==> src/rtl/xadc_drp_responder.sv <==
// XADC DRP slave and conversion-sequencer stand-in.
// Answers DRP reads/writes with fixed latency and emulates a free-running conversion
// sequence that loads ch_data_in into the status registers of the demo channels.
module xadc_drp_responder #(
    parameter int unsigned LATENCY     = 4,   // 1..15
    parameter int unsigned CONV_CYCLES = 104  // >= 4
) (
    input  logic        CLK100MHZ,
    input  logic        reset_in,
    input  logic        den_in,
    input  logic        dwe_in,
    input  logic [6:0]  daddr_in,
    input  logic [15:0] di_in,
    output logic [15:0] do_out,
    output logic        drdy_out,
    output logic        busy_out,
    output logic        prot_err,
    input  logic [15:0] ch_data_in,
    output logic [4:0]  channel_out,
    output logic        eoc_out,
    output logic        eos_out
);

    localparam int unsigned CW = (CONV_CYCLES > 1) ? $clog2(CONV_CYCLES) : 1;

    localparam logic ST_IDLE = 1'b0;
    localparam logic ST_WAIT = 1'b1;

    // Demo channel sequence: status address of each slot
    function automatic logic [4:0] seq_ch(input logic [3:0] i);
        case (i)
            4'd0:    seq_ch = 5'h10;
            4'd1:    seq_ch = 5'h11;
            4'd2:    seq_ch = 5'h19;
            4'd3:    seq_ch = 5'h12;
            4'd4:    seq_ch = 5'h1A;
            4'd5:    seq_ch = 5'h1B;
            4'd6:    seq_ch = 5'h18;
            4'd7:    seq_ch = 5'h13;
            4'd8:    seq_ch = 5'h03;
            default: seq_ch = 5'h10;
        endcase
    endfunction

    logic [15:0]   regs [128];
    logic          state;
    logic [3:0]    lat_cnt;
    logic          req_we;
    logic [6:0]    req_addr;
    logic [15:0]   req_di;
    logic [15:0]   snap;
    logic [CW-1:0] conv_cnt;
    logic [3:0]    idx;
    logic [4:0]    cur_ch;
    logic          wrap;
    logic          respond;
    logic          commit;

    assign busy_out = (state == ST_WAIT);
    assign cur_ch   = seq_ch(idx);
    assign wrap     = (conv_cnt == CW'(CONV_CYCLES - 1));
    assign respond  = (state == ST_WAIT) && (lat_cnt == 4'(LATENCY));
    // Only the config half (0x40-0x7F) is writable; status writes are acked and dropped
    assign commit   = respond && req_we && req_addr[6];

    // DRP transaction FSM: accept, count latency, respond
    always_ff @(posedge CLK100MHZ) begin
        if (reset_in) begin
            state    <= ST_IDLE;
            lat_cnt  <= 4'd0;
            req_we   <= 1'b0;
            req_addr <= 7'd0;
            req_di   <= 16'd0;
            snap     <= 16'd0;
            do_out   <= 16'd0;
            drdy_out <= 1'b0;
            prot_err <= 1'b0;
        end else begin
            drdy_out <= 1'b0;
            if (den_in && busy_out) begin
                prot_err <= 1'b1;
            end
            case (state)
                ST_IDLE: begin
                    if (den_in) begin
                        req_we   <= dwe_in;
                        req_addr <= daddr_in;
                        req_di   <= di_in;
                        // Pre-update value even if a conversion writes this address now
                        if (!dwe_in) begin
                            snap <= regs[daddr_in];
                        end
                        lat_cnt  <= 4'd1;
                        state    <= ST_WAIT;
                    end
                end
                default: begin
                    if (respond) begin
                        drdy_out <= 1'b1;
                        do_out   <= req_we ? 16'h0000 : snap;
                        lat_cnt  <= 4'd0;
                        state    <= ST_IDLE;
                    end else begin
                        lat_cnt  <= lat_cnt + 4'd1;
                    end
                end
            endcase
        end
    end

    // Register file: conversion results into status, committed DRP writes into config
    always_ff @(posedge CLK100MHZ) begin
        if (reset_in) begin
            for (int i = 0; i < 128; i++) begin
                regs[i] <= 16'd0;
            end
        end else begin
            if (wrap) begin
                regs[{2'b00, cur_ch}] <= ch_data_in;
            end
            if (commit) begin
                regs[req_addr] <= req_di;
            end
        end
    end

    // Conversion sequencer: free-running period counter and sequence index
    always_ff @(posedge CLK100MHZ) begin
        if (reset_in) begin
            conv_cnt    <= '0;
            idx         <= 4'd0;
            eoc_out     <= 1'b0;
            eos_out     <= 1'b0;
            channel_out <= 5'd0;
        end else begin
            channel_out <= cur_ch;
            eoc_out     <= wrap;
            eos_out     <= wrap && (idx == 4'd8);
            if (wrap) begin
                conv_cnt <= '0;
                idx      <= (idx == 4'd8) ? 4'd0 : idx + 4'd1;
            end else begin
                conv_cnt <= conv_cnt + CW'(1);
            end
        end
    end

endmodule

==> config.mk <==
export PLATFORM = sky130hd
export DESIGN_NAME = xadc_drp_responder
export DESIGN_NICKNAME = d
export VERILOG_FILES = /design/src/rtl/xadc_drp_responder.sv
export SDC_FILE = /design/constraint.sdc
export NUM_CORES = 2
export LEC_CHECK = 0
export BUFFER_PORTS_ARGS = -buffer_cell sky130_fd_sc_hd__buf_2
export CAP_MARGIN = 40
export CORE_UTILIZATION = 50
export DETAILED_ROUTE_END_ITERATION = 8
export HOLD_SLACK_MARGIN = 0.15
export PLACE_DENSITY = 0.64
export SLEW_MARGIN = 15
export SYNTH_ARGS = -nofsm -noshare
export SYNTH_HDL_FRONTEND = slang
export SYNTH_SLANG_ARGS = --single-unit
==> constraint.sdc <==
create_clock -name CLK100MHZ -period 3.3 [get_ports CLK100MHZ]
set_clock_uncertainty 0.05 [all_clocks]
set_input_delay 0.33 -clock CLK100MHZ [delete_from_list [all_inputs] [get_ports CLK100MHZ]]
set_output_delay 0.33 -clock CLK100MHZ [all_outputs]
set_load 0.005 [all_outputs]
==> impl_metrics.json <==
{
  "ys_ff_latch": 2132,
  "track_usage_pct": 24.8,
  "cts-buffers-inserted": 217,
  "cp.required_ns": 3.72,
  "antenna_found_initial": 2,
  "vias_per_cell": 5.50,
  "grt_setup_unrepaired": "false",
  "netlist_instances": 5303,
  "yosysSeqAreaShare_pct": 69.7,
  "antenna_left": 0,
  "cp_slowest_cell": "or2_2",
  "fp.dieH_um": 428,
  "syn_to_final_growth_pct": 17.6,
  "power.leakage_nw": 39.5,
  "num_rows": 155,
  "placed_area_mm2": 0.0985,
  "synth_enable_flop_cells": 2048,
  "whs_ns": 0.268,
  "worst_setup_path_end_kind": "register",
  "overflow": 0,
  "arrival_ns": 3.37,
  "io_buffer_count": 67,
  "max_stage_delay_ns": 0.51,
  "nets": 6349,
  "ys_warn_count": 0,
  "stdcell_count": 8848,
  "setup_viol": 0,
  "final_area_mm2": 0.107,
  "post-place-ws_ns": 0.0382,
  "gp_congestion": 0.838,
  "grt_pass1_vias": 49100,
  "peakVddDrop_mv": 0.488,
  "tightest_slew_ns": 1.18,
  "synth.avg_cell_area_um2": 17.1,
  "hp-class": "input port to register",
  "fmax_mhz": 339,
  "async_flop_share_pct": 0,
  "cts_num_sinks": 2132,
  "grt_max_degree": 213,
  "hold_viol_final": 0,
  "layout_common_cells": "edfxtp_1, and2_1, conb_1, mux4_2, buf_4",
  "vias": 48700,
  "grt_pass1_wl_um": 328000,
  "wl_per_cell_um": 25.4,
  "layout.cells.most_common": "edfxtp_1",
  "cp_max_fo": 16,
  "tritoncts": "yes",
  "clkLatencyLatePin_ns": 0.88,
  "first_pass_iters": 5,
  "synth_area_mm2": 0.0906,
  "finalCoreUtilization_pct": 59.5,
  "period_minus_slack_ns": 2.95,
  "setup_slack_ns": 0.349,
  "relSlewSlack_pct": 21.5,
  "finalMaxSlewViolations": 0,
  "p_per_area_mw_per_mm2": 569,
  "synthFlopType": "edfxtp_1",
  "routed_wl_um": 225000,
  "die_w_um": 428,
  "ctsResizeCount": 0,
  "drc_errors": 0,
  "ios": 69,
  "path_cells": "inv_1, ha_1, nand4b_2, nor4_4, nand3_1, buf_4, nor2_1, or2_2",
  "synthDistinctLibCells": 65,
  "status": "complete, no violations",
  "cap_violations": 0,
  "clock-root-buffer": "clkbuf_16",
  "hpwl_um": 144000,
  "htree_levels": 4,
  "layout-drive-gt1-share_pct": 21.5,
  "core_mm2": 0.179,
  "start_util_pct": 50.6,
  "clk_pin_slew_worst_paths_ns": 0.06,
  "power_mw": 60.7,
  "clk_path_buf_depth": 3,
  "first_iter_violations": 4984,
  "crit_type": "register to register",
  "place_inst": 8374,
  "setup_tns_ns": 0,
  "fin_crit_sh_pct": 89.4,
  "start_kind": "register",
  "dieArea_mm2": 0.183
}
==> cells by family after synthesis <==
family	count (synthesis)	synth area share [%]
AOI/OAI and AO/OA	356	2.90
xor gates and xnor gates	4	0.0387
adders and majority gates	6	0.0828
and+or+nand+nor	1723	11.3
buffers and inverters	488	2.31
DFF	2132	69.7
muxes	593	13.6
other	1	0.00414
==> path summary, 6_finish.rpt <==
check | startpoint | to | slack [ns] | depth (start not counted)
worst min-delay path | di_in[6] | req_di[6] | 0.27 | 4
worst max register to register | lat_cnt[0] | regs[107][7] | 0.35 | 8
worst min register to register | conv_cnt[0] | conv_cnt[0] | 0.40 | 1
worst max-delay path | lat_cnt[0] | regs[107][7] | 0.35 | 8
==> flip-flops by register name, summed over array words and instances, names as in the netlist <==
register and cells:
req_addr 7, lat_cnt 4, req_di 16, prot_err 1, channel_out 4, busy_out 1, drdy_out 1, snap 16
conv_cnt 7, req_we 1, eos_out 1, idx 4, eoc_out 1, regs 2048, do_out 16, cur_ch 4
==> power by group <==
part | internal (mW) | switching, mW | total (mW)
registers | 31.0 | 0.456 | 31.5
clock network | 14.6 | 10.7 | 25.3
logic | 1.64 | 2.32 | 3.95
==> Yosys cell counts, types with 36 or more instances <==
master	instances	share of area (%)
mux2i_1	67	0.74
buf_2	82	0.45
a21oi_1	58	0.32
and2_1	1285	8.9
nor2_1	113	0.47
or2_2	80	0.55
nand3_1	37	0.20
nand2_1	108	0.45
edfxtp_1	2048	68
clkbuf_1	356	1.5
dfxtp_1	84	1.9
a31oi_1	36	0.25
a22oi_1	125	1.0
mux4_2	511	13
==> area by class of cell <==
class,instances,area (um2)
clock buffer,288,5890
timing repair buffer,489,4680
fill,13500,72600
inverter,9,33.8
multi-input combinational,3451,28300
clock inverter,123,1530
antenna,1,2.50
sequential,2132,63200
tap,2355,2950
==> what timing repair did <==
item	in CTS	in global routing
hold buffers	61	0
setup buffers	0	0
endpoints found under the hold margin	391	0
==> layer usage <==
layer / share of wire, % / global-route usage (%)
met5: 0 / 0
met4: 3.5 / 8.71
met3: 6.4 / 3.79
met2: 50 / 41.4
met1: 40 / 33.4
==> critical path, delay by kind of cell, from the launching register on <==
family | cells | cell delay, ns
flip-flops | 1 | 0.35
adder cells (fa/ha/maj) | 1 | 0.18
AND/OR/NAND/NOR | 5 | 1.67
buffers and inverters | 2 | 0.29
No activity file was read; power rests on OpenSTA's default activity.
